### src/rtl/fb_mem_arbiter.sv
// rtl/fb_mem_arbiter.sv - frame-buffer RAM arbiter between VGA scan-out and CPU/DMA port
// Optional CPU starvation guard enabled by defining FB_ARB_FAIR_EN.
module fb_mem_arbiter #(
  parameter int FB_WORDS = 153600,
  parameter int RD_LAT   = 2,
  parameter int WAIT_MAX = 8
) (
  input  logic        i_clk,
  input  logic        i_rst,
  input  logic        i_vga_req,
  input  logic [17:0] i_vga_addr,
  output logic [31:0] o_vga_rdata,
  output logic        o_vga_rvalid,
  output logic        o_vga_miss,
  input  logic        i_cpu_req,
  input  logic        i_cpu_we,
  input  logic [17:0] i_cpu_addr,
  input  logic [31:0] i_cpu_wdata,
  output logic        o_cpu_gnt,
  output logic [31:0] o_cpu_rdata,
  output logic        o_cpu_rvalid,
  output logic        o_cpu_err,
  output logic [17:0] o_mem_addr,
  output logic [31:0] o_mem_wdata,
  output logic        o_mem_we,
  input  logic [31:0] i_mem_rdata
);

  typedef enum logic [1:0] {S_IDLE, S_VGA, S_CPU} state_t;
  typedef enum logic [1:0] {T_NONE, T_VGA, T_CPU, T_CPU_ERR} tag_t;

  localparam logic [31:0] FB_LIMIT = FB_WORDS;

  state_t      state;
  tag_t        push_tag;
  logic        push_miss;
  logic        forced;
  logic        cpu_oor;
  logic [17:0] last_addr;
  logic [2:0]  pipe [RD_LAT];
  tag_t        out_tag;
  logic        out_miss;

  assign cpu_oor = {14'd0, i_cpu_addr} >= FB_LIMIT;

`ifdef FB_ARB_FAIR_EN
  localparam int WW = $clog2(WAIT_MAX + 1);
  localparam logic [WW-1:0] WAIT_LIM = WW'(WAIT_MAX);
  logic [WW-1:0] wait_cnt;

  always_ff @(posedge i_clk or negedge i_rst) begin
    if (!i_rst)                       wait_cnt <= '0;
    else if (!i_cpu_req || o_cpu_gnt) wait_cnt <= '0;
    else if (wait_cnt != WAIT_LIM)    wait_cnt <= wait_cnt + 1'b1;
  end

  // Only force while the CPU still asks, so a dropped request never costs a VGA pixel.
  assign forced = i_cpu_req && (wait_cnt == WAIT_LIM);
`else
  assign forced = 1'b0;
`endif

  // Per-cycle owner; reset holds the slot idle so nothing reaches the RAM.
  always_comb begin
    state = S_IDLE;
    if (!i_rst)                      state = S_IDLE;
    else if (i_vga_req && !forced)   state = S_VGA;
    else if (i_cpu_req)              state = S_CPU;
  end

  always_comb begin
    o_cpu_gnt   = 1'b0;
    o_cpu_err   = 1'b0;
    o_mem_we    = 1'b0;
    o_mem_addr  = last_addr;
    o_mem_wdata = i_cpu_wdata;
    push_tag    = T_NONE;
    push_miss   = 1'b0;
    case (state)
      S_VGA: begin
        o_mem_addr = i_vga_addr;
        push_tag   = T_VGA;
      end
      S_CPU: begin
        o_cpu_gnt  = 1'b1;
        o_cpu_err  = cpu_oor;
        o_mem_addr = i_cpu_addr;
        o_mem_we   = i_cpu_we && !cpu_oor;
        if (!i_cpu_we) push_tag = cpu_oor ? T_CPU_ERR : T_CPU;
        push_miss  = i_vga_req;
      end
      default: ;
    endcase
  end

  always_ff @(posedge i_clk or negedge i_rst) begin
    if (!i_rst) begin
      last_addr <= '0;
      for (int i = 0; i < RD_LAT; i++) pipe[i] <= '0;
    end else begin
      last_addr <= o_mem_addr;
      pipe[0]   <= {push_miss, push_tag};
      for (int i = 1; i < RD_LAT; i++) pipe[i] <= pipe[i-1];
    end
  end

  assign out_tag  = tag_t'(pipe[RD_LAT-1][1:0]);
  assign out_miss = pipe[RD_LAT-1][2];

  always_ff @(posedge i_clk or negedge i_rst) begin
    if (!i_rst) begin
      o_vga_rdata  <= '0;
      o_vga_rvalid <= 1'b0;
      o_cpu_rdata  <= '0;
      o_cpu_rvalid <= 1'b0;
    end else begin
      o_vga_rvalid <= (out_tag == T_VGA) || out_miss;
      o_cpu_rvalid <= (out_tag == T_CPU) || (out_tag == T_CPU_ERR);
      if (out_tag == T_VGA)     o_vga_rdata <= i_mem_rdata;
      if (out_tag == T_CPU)     o_cpu_rdata <= i_mem_rdata;
      if (out_tag == T_CPU_ERR) o_cpu_rdata <= '0;
    end
  end

`ifdef FB_ARB_FAIR_EN
  always_ff @(posedge i_clk or negedge i_rst) begin
    if (!i_rst) o_vga_miss <= 1'b0;
    else        o_vga_miss <= out_miss;
  end
`else
  assign o_vga_miss = 1'b0;
`endif

endmodule

### config.mk
export PLATFORM = sky130hd
export DESIGN_NAME = fb_mem_arbiter
export DESIGN_NICKNAME = d
export VERILOG_FILES = /design/src/rtl/fb_mem_arbiter.sv
export SDC_FILE = /design/constraint.sdc
export NUM_CORES = 1
export LEC_CHECK = 0
export CORE_ASPECT_RATIO = 0.9
export CORE_MARGIN = 2
export CORE_UTILIZATION = 39
export DETAILED_ROUTE_END_ITERATION = 10
export PLACE_DENSITY = 0.9
export REMOVE_ABC_BUFFERS = 1
export SKIP_CTS_REPAIR_TIMING = 1
export SLEW_MARGIN = 10
export SYNTH_ARGS = -nofsm -noshare
export SYNTH_HDL_FRONTEND = slang
export SYNTH_SLANG_ARGS = --single-unit
export TNS_END_PERCENT = 20
### constraint.sdc
create_clock -name i_clk -period 1.5 [get_ports i_clk]
set_input_delay 0.15 -clock i_clk [delete_from_list [all_inputs] [get_ports i_clk]]
set_output_delay 0.15 -clock i_clk [all_outputs]
set_load 0.01 [all_outputs]
==> results by group, run 1 <==
Final layout
  – Area Growth Syn to Fin: 47.8%
  – Layout cells sized above 1: a little over 20%
  – # nets final: 617
  – Final core occ: 58.9%
  – Antenna cells: 0
  – Final instance area: approximately 0.006 sq mm

Yosys
  – Synth cell types: 25
  – Mean post-synth cell area: 11.3 sq um
  – Largest family of logic cells by synthesized area: buffers and inverters
  – Yosys reg bits: 90
  – Largest cells by area after synthesis: dfrtp_1, mux2_4, nand2_1, buf_4, a22o_1
  – Asr flop ratio synth: 100%
  – Post-synthesis mux area share: ~12%
  – Simple-gate area share of the yosys netlist: between 10% and 20%
  – Synth warn: 0
  – Most numerous cell in the Yosys netlist: dfrtp_1
  – Synth area leader: dfrtp_1
  – Synth Area in Compound Gates: 8.59%
  – Top post-synthesis cells by count: dfrtp_1, nand2_1, buf_4
  – Post-Synthesis Cells: between 300 and 400
  – Cell Area, Synth: 0.00405 sq mm
  – Xor/xnor share of the synthesized area: 0%
  – Most used flip-flop cell after synthesis: dfrtp_1
  – Post-synth EDFFs: 0
  – Register area share after synthesis: 55.6%
  – Post-synth top area share: 55.6%
  – Adder-cell share of the synthesized area: 0%

Status
  – Outcome: complete, no violations

Global route
  – Grt met1 use: 24.4%
  – Initial antenna violation count: 0
  – Global route hottest layer: met2
  – GR Overflow Total: 0
  – Vias in the first global route: 3310
  – Routing usage on met2: 31.9%
  – First-pass GRT wire length: 17900 um
  – Total GRT Usage: 20.7%
  – Met3 GRT Util: 11.7%
  – Pin count of the biggest net entering global routing: 76

Clock tree
  – CTS tree: yes
  – Num CTS Buffers: 9
  – Clock root cell: clkbuf_16
  – Htree depth: 3
  – CTS clk-pin slew, worst paths: around 0.060 ns
  – Max Root-Sink Buffers: 2
  – Clock insertion delay at the later pin of the skew report: ~0.33 ns
  – Clock sink count: 90

Detailed routing
  – WL/cell: approximately 18 um
  – Vias per inst: 5.04
  – ANT nets after route: 0
  – Via count: 3248
  – Final WL: 11900 um
  – DRC violations left: 0
  – DR pass1 iterations: 4
  – Starting DRT DRC Count: 208

Power
  – Sequential Power Share: 42.3%
  – Lkg Pwr: about 0.0029 uW
  – Sw Ratio: 26.6%
  – Clock power frac: between 30 and 40%
  – IR drop worst, VDD: roughly 0.0007 V
  – Cell Pwr Density: 1210 mW/mm^2
  – Comb pwr share: a little over a quarter
  – Pint: roughly 5300 uW
  – P_sw: 1920 uW

Critical path
  – Worst reg2reg path depth: 3
  – Arr. time, crit path: 1.33 ns
  – Reg2reg start: out_tag[0]
  – CP endpoint kind: primary output
  – Critical Path Source Type: input pin
  – Worst-path maximum fanout: 3
  – WP data required: between 1 and 1.5 ns
  – Critical path class: in -> out
  – Reg-to-Reg End: o_vga_rdata[0]
  – Reg2reg setup slack: roughly 0.23 ns

Hold path
  – Hold crit path type: in -> async

Die
  – Num rows: 35
  – Starting Density: 39.9%
  – Core area: 0.0102 sq mm
  – Die X: 111 um
  – Top-Level Pins: ~230
  – Die ar.: 0.0112 sq mm
  – Die height: 101 um

Placement
  – Port buffer count: 159
  – Global placement routability congestion: 0.835
  – Worst Setup Slack post-DPL: -0.447 ns
  – HPWL after DPL: between 8000 and 9000 um
  – DP Area: 0.00564 sq mm

STA
  – Final Cycle Share: 98.5%
  – Max-slew headroom: 37.4%
  – Worst slew pin tran: 0.939 ns
  – Fin crit period: between 1 and 1.5 ns
  – Final WS setup: 0.0219 ns
  – Final Setup Violations: 0
  – FMAX: between 0.6 and 0.7 GHz
  – Max-slew violation count: 0
  – RSZ-0062 raised after global routing: true
  – Layout Skew: about 0.0045 ns
  – Fin Setup TNS: 0 ns
  – Final Hold Fails: 0

Flow run
  – Max-cap violations: 0
==> layer usage <==
layer  wire (um)  vias up
met3        1430       20
li1            -     1441
met2        5550      203
met4         174        2
met5          37        -
met1        4720     1582
==> per-stage QoR <==
| stage | power [uW] | instances | hold slack, ns |
|---|---|---|---|
| after CTS | 7330 | 633 | -0.241 |
| after floorplan | 3760 | 306 | -0.146 |
| after global placement | 4990 | 618 | 0.118 |
| after global routing | 7600 | 645 | 0.213 |
| final | 7230 | 645 | 0.135 |
| after detailed placement | 5080 | 618 | 0.120 |
==> worst max path at each step <==
stage | endpoint | cells past startpoint | startpoint
floorplan | o_cpu_rdata[0] | 3 | out_tag[1]
global placement | o_mem_we | 6 | i_cpu_req
detailed placement | o_mem_addr[4] | 6 | i_vga_req
CTS | o_mem_addr[8] | 7 | i_vga_req
global route | o_cpu_err | 5 | i_cpu_addr[13]
finish | o_cpu_err | 5 | i_cpu_addr[13]
==> state kept, by name (all words and copies together), names as in the netlist <==
name          flops
o_vga_rdata      32
out_miss          1
o_cpu_rvalid      1
o_cpu_rdata      32
out_tag           2
pipe              3
o_vga_rvalid      1
last_addr        18
==> power groups by stage <==
stage	sequential (uW)	clock, uW	combinational (uW)
2_1_floorplan	3220	0	540
3_3_place_gp	3070	0	1920
3_5_place_dp	3100	0	1980
4_1_cts	3060	2290	1990
5_1_grt	3100	2400	2100
6_report	3060	2210	1960
==> cell usage in the layout, fill, tap and decap left out, drive strengths merged <==
cell type,instances
a21oi,1
dlygate4sd3,2
a22o,19
and3,1
bufinv,1
conb,2
inv,33
clkinv,2
a211oi,1
dlymetal6s2s,6
and3b,1
clkbuf,23
clkdlybuf4s50,135
nand2,70
clkinvlp,2
mux2,32
nand3,1
o21ai,33
dfrtp,90
nand3b,18
nor2b,2
buf,38
and4b,1
nand2b,2
==> worst max-delay path, stage by stage <==
cell and delay (ns):
clkdlybuf4s50_1 0.46, a211oi_2 0.25, nand2_1 0.11, and3_1 0.19, dlymetal6s2s_1 0.17
==> cells by family after synthesis <==
logic type,after synthesis
DFF,90
muxes,32
AOI/OAI and AO/OA,54
buffers and inverters,86
other,1
and+or+nand+nor,96
==> layout make-up <==
class | count | area (sq um)
sequential | 90 | 2250
timing repair buffer | 195 | 1860
clock inverter | 6 | 67.6
multi-input combinational | 184 | 1300
clock buffer | 9 | 225
fill | 810 | 4170
tap | 129 | 161
inverter | 32 | 120
No activity file was read; power rests on OpenSTA's default activity.
==> run 2: changes to the inputs <==
--- a/config.mk
+++ b/config.mk
@@ -7,9 +7,9 @@
 export LEC_CHECK = 0
 export CORE_ASPECT_RATIO = 0.9
 export CORE_MARGIN = 2
-export CORE_UTILIZATION = 39
+export CORE_UTILIZATION = 30
 export DETAILED_ROUTE_END_ITERATION = 10
-export PLACE_DENSITY = 0.9
+export PLACE_DENSITY = 0.74
 export REMOVE_ABC_BUFFERS = 1
 export SKIP_CTS_REPAIR_TIMING = 1
 export SLEW_MARGIN = 10
==> run 2 against run 1 <==
Effect of this change: the flow now finishes with violations (hold timing); flip-flop and latch count unchanged; register-to-register slack worse by 0.04 ns; clock-buffer cell count unchanged; sequential power about the same; clock power up 2%; design area up 1.2%.
==> results by group, run 2 (synthesis gave the netlist of run 1 again) <==
Global route
  – Vias in the first global route: 3323 (+0.39%)
  – First-pass GRT wire length: 17400 um (-2.3%)
  – Pin count of the biggest net entering global routing: 39 (-49%)
  – Total GRT Usage: 15.6% (-5.1 points)
  – Initial antenna violation count: 0 (unchanged)
  – GR Overflow Total: 0 (unchanged)

Clock tree
  – CTS tree: yes
  – Max Root-Sink Buffers: 2 (unchanged)
  – Clock sink count: 90 (unchanged)
  – CTS clk-pin slew, worst paths: 0.06 ns (about the same)
  – Clock insertion delay at the later pin of the skew report: 0.34 ns (about the same)
  – Num CTS Buffers: 9 (unchanged)
  – Clock root cell: clkbuf_16
  – Htree depth: 3 (unchanged)

Die
  – Starting Density: 30.5% (-9.3 points)
  – Num rows: 40 (+14%)
  – Die X: 126 um (+14%)
  – Top-Level Pins: 225 (unchanged)
  – Die height: 114 um (+13%)
  – Die ar.: 0.0145 sq mm (+29%)
  – Core area: 0.0133 sq mm (+31%)

STA
  – Layout Skew: 0.00601 ns (+0.00147 ns)
  – Final WS setup: 0.0605 ns (+0.0386 ns)
  – Final Cycle Share: 96.0% (-2.6 points)
  – Final Hold Fails: 31 (+31)
  – Fin crit period: 1.44 ns (-0.0386 ns)
  – Hold WS: -0.0122 ns (-0.148 ns)
  – FMAX: 0.695 GHz (+2.7%)
  – Final Setup Violations: 0 (unchanged)
  – Max-slew violation count: 0 (unchanged)

Placement
  – Global placement routability congestion: 0.861 (+3.2%)
  – Port buffer count: 159 (unchanged)
  – HPWL after DPL: 8330 um (-3.1%)
  – Worst Setup Slack post-DPL: -0.469 ns (-0.0225 ns)

Power
  – Post-layout power: 7240 uW (about the same)
  – Cell Pwr Density: 1190 mW/mm^2 (-1.1%)
  – IR drop worst, VDD: 0.000649 V (-8.9%)
  – Lkg Pwr: 0.00298 uW (+4.2%)

Detailed routing
  – DR pass1 iterations: 4 (unchanged)
  – Starting DRT DRC Count: 115 (-45%)
  – WL/cell: 16.9 um (-8.7%)
  – Vias per inst: 4.56 (-9.5%)
  – DRC violations left: 0 (unchanged)
  – Via count: 3067 (-5.6%)
  – ANT nets after route: 0 (unchanged)
  – Final WL: 11300 um (-4.7%)

Critical path
  – Critical path class: in -> out
  – Critical Path Source Type: input pin
  – WP data required: 1.35 ns (about the same)
  – Worst reg2reg path depth: 3 (unchanged)
  – Arr. time, crit path: 1.29 ns (-0.04 ns)
  – Worst-path maximum fanout: 3 (unchanged)
  – CP endpoint kind: primary output

Final layout
  – Top flop regs: o_cpu_rdata: 32 flops, o_vga_rdata: 32 flops, last_addr: 18 flops
  – Layout cells sized above 1: 14.5% (-5.7 points)
  – Most common library cell in the layout ignoring fill and taps: clkdlybuf4s50_1
  – # nets final: 606 (-1.8%)
  – Most frequent cells in the layout: clkdlybuf4s50_1, dfrtp_1, nand2_1, inv_1, o21ai_0
  – Area Growth Syn to Fin: 49.5%
  – Antenna cells: 0 (unchanged)
  – Number of fill cells in the layout: 1171 (+45%)

Status
  – Outcome: finished with violations
  – Failing checks: hold timing

Hold path
  – Hold crit path type: in -> async

Flow run
  – Max-cap violations: 0 (unchanged)
## run 2: path summary, 6_finish.rpt
path                              endpoint  slack [ns]           start
max                              o_cpu_err        0.06  i_cpu_addr[16]
min                        o_vga_rdata[30]       -0.01           i_rst
max reg2reg                 o_vga_rdata[1]        0.19      out_tag[0]
min reg2reg                       out_miss        0.35         pipe[5]
max in group asynchronous         out_miss        0.63           i_rst
min in group i_clk                 pipe[3]        0.19           i_rst
## run 2: critical path, stage by stage
cell	delay (ns)
clkdlybuf4s50_1	0.46
a211oi_2	0.21
nand2_1	0.11
and3_1	0.19
dlymetal6s2s_1	0.17
## run 2: layer usage
layer | part of all wire [%] | GRT usage [%]
met5 | 0 | 1.73
met1 | 41 | 18.0
met4 | 1.4 | 5.13
met3 | 12 | 9.02
met2 | 46 | 24.2
## run 2: layout make-up
type	count	area, sq um	share of cell area (%)
multi-input cells	184	1290	21.3
clock inverters	6	68.8	1.14
flip-flops and latches	90	2250	37.2
inverters	32	120	1.98
well taps	168	210	3.47
repair buffers	184	1890	31.2
clock buffers	9	225	3.72
## run 2: through the flow
step / hold slack [ns] / cell area, sq um / std cells / util [%] / setup TNS [ns]
after floorplan: -0.146 / 3660 / 306 / - / -25.74
after global placement: 0.201 / 5650 / 654 / 42.6 / -7.88
after detailed placement: 0.199 / 5650 / 654 / 42.6 / -8.63
final: -0.0122 / 6060 / 673 / 45.7 / 0
after CTS: -0.180 / 5950 / 669 / 44.8 / -8.81
after global routing: 0.0164 / 6060 / 673 / 45.7 / -0.00851
## run 2: where the power goes
group          switching, uW  internal [uW]  leakage, uW
Sequential               223           2830      0.00110
Combinational            741           1200      0.00176
Clock                    962           1280     0.000130
==> patch (config.mk and constraints of run 2) <==
Take the reset off `last_addr` and load it in a clocked block of its own.
--- a/src/rtl/fb_mem_arbiter.sv
+++ b/src/rtl/fb_mem_arbiter.sv
@@ -95,13 +95,15 @@
 
   always_ff @(posedge i_clk or negedge i_rst) begin
     if (!i_rst) begin
-      last_addr <= '0;
       for (int i = 0; i < RD_LAT; i++) pipe[i] <= '0;
     end else begin
-      last_addr <= o_mem_addr;
       pipe[0]   <= {push_miss, push_tag};
       for (int i = 1; i < RD_LAT; i++) pipe[i] <= pipe[i-1];
     end
+  end
+
+  always_ff @(posedge i_clk) begin
+    last_addr <= o_mem_addr;
   end
 
   assign out_tag  = tag_t'(pipe[RD_LAT-1][1:0]);
Function: differs if i_rst is asserted again (counterexample within 4 cycles, from zero or initial values and one cycle with i_rst low); with i_rst held inactive, the same outputs for 10 cycles.
==> patch against run 2 <==
Synthesized cell count unchanged. Critical path depth unchanged. Power decreased by 1.7%. Global-route usage increased by 0.30 points. Register-to-register slack improved by 110 ps. Setup slack got worse by 8.5 ps. Sequential cell count unchanged. Clock skew decreased by 2.1 ps. Wire length decreased by 3.1%. Cell count decreased by 0.89%. Final area decreased by 2.3%. Area after synthesis decreased by 2.2%. Critical endpoint unchanged. Highest routed layer unchanged.
==> patch: results (changes against run 2) <==
Parameter                              Value

Detailed routing
  Detail-routed net length per standard cell ... 16.47 um (-2.3%)
  Met2 Wirelength ... 4813 um (-6.9%)
  Total routed wire length on the met1 layer ... 4687 um (+0.56%)
  Total met3 wirelength after detailed routing ... 1359 um (+0.74%)
  Via count ... 3,052 (-0.49%)
  Number of design-rule violations left by the first detailed-router iteration ... 125 (+8.7%)

Placement
  DP Worst Slack ... -530.1 ps (-60.70 ps)
  Post-Place Cells ... 651 (-0.46%)
  Total half-perimeter wirelength after legalization and detailed placement ... 8201 um (-1.6%)
  Global placement routability congestion ... 0.7785 (-9.6%)
  Area of placed instances ... 5567 um^2 (-1.5%)

Cells and area
  Total Nets Final ... 603 (-0.50%)
  Fraction of area in registers ... 36.52% (-0.66 points)
  Final-layout clock-cell area share ... 4.861% (+0.0072 points)
  Ratio of cells with drive above 1 in the final layout ... 15.11% (+0.65 points)
  Non-clock buffer instance count of the final layout ... 181 (-1.6%)
  Multi-input gate share of the layout cell area ... 21.83% (+0.50 points)
  Final std cells w/o fill ... 667 (-0.89%)
  Count of fill cells added during filler insertion ... 1,147 (-2.0%)
  Clock buffer cells ... 10 (+1)

STA
  Hold Slack ... 119.6 ps (+131.8 ps)

Yosys
  Compound-Gate Fraction of Synth Area ... 8.781% (+0.20 points)
  Top cells by area, synth ... sky130_fd_sc_hd__dfrtp_1 45%, sky130_fd_sc_hd__mux2_4 11%, sky130_fd_sc_hd__dfxtp_1 9.1%
  Post-synthesis average cell area ... 11.03 um^2 (-2.2%)
  Mux share of post-synthesis cell area ... 11.84% (+0.26 points)
  Share of synthesized registers carrying an async set or reset ... 80.00% (-20 points)

Global routing
  Overall track demand over capacity in global routing ... 15.86% (+0.30 points)
  Global-route wire length before repair ... 17,390 um (-0.32%)
  Vias in the first global route ... 3,256 (-2.0%)
  Maximum number of pins on one net before global-route repair ... 73 (+87%)
  Met3 Use GR ... 9.835% (+0.82 points)
  GR Util met1 ... 19.18% (+1.2 points)

Critical path
  Reg-to-reg slack, setup ... 300 ps (+110 ps)

Worst hold path
  Worst min-delay path category ... in -> reg

Die
  Num tapcells ... 164 (-2.4%)

Status
  Result of the run ... finished, final reports clean

Power
  Leakage dissipation ... 2.895 nW (-3.0%)
  Worst IR drop on VDD ... 0.0007578 V (+17%)
==> patch: cell count changes in the layout (fill, tap and decap cells not counted), sizes merged <==
cell / run 2 / this run
dlygate4sd3: 4 / 0
inv: 32 / 34
clkbuf: 9 / 11
dlymetal6s2s: 23 / 22
buf: 22 / 23
clkinvlp: 4 / 3
bufinv: 1 / 0
dfrtp: 90 / 72
dfxtp: 0 / 18
==> patch: worst paths after layout <==
| path | start | end | depth (start not counted) |
|---|---|---|---|
| max | i_cpu_addr[13] | o_cpu_err | 5 |
| min | i_rst | last_addr[17] | 2 |
| max reg2reg | out_tag[1] | o_vga_rdata[2] | 3 |
| min reg2reg | pipe[4] | out_tag[1] | 0 |
| max in group asynchronous | i_rst | pipe[4] | 3 |
| min in group asynchronous | i_rst | o_vga_rdata[19] | 3 |
==> patch: report_power, final <==
part	internal, mW	switching (mW)
Clock	1.18	0.967
Combinational	1.19	0.726
Sequential	2.82	0.219
Total	5.20	1.91
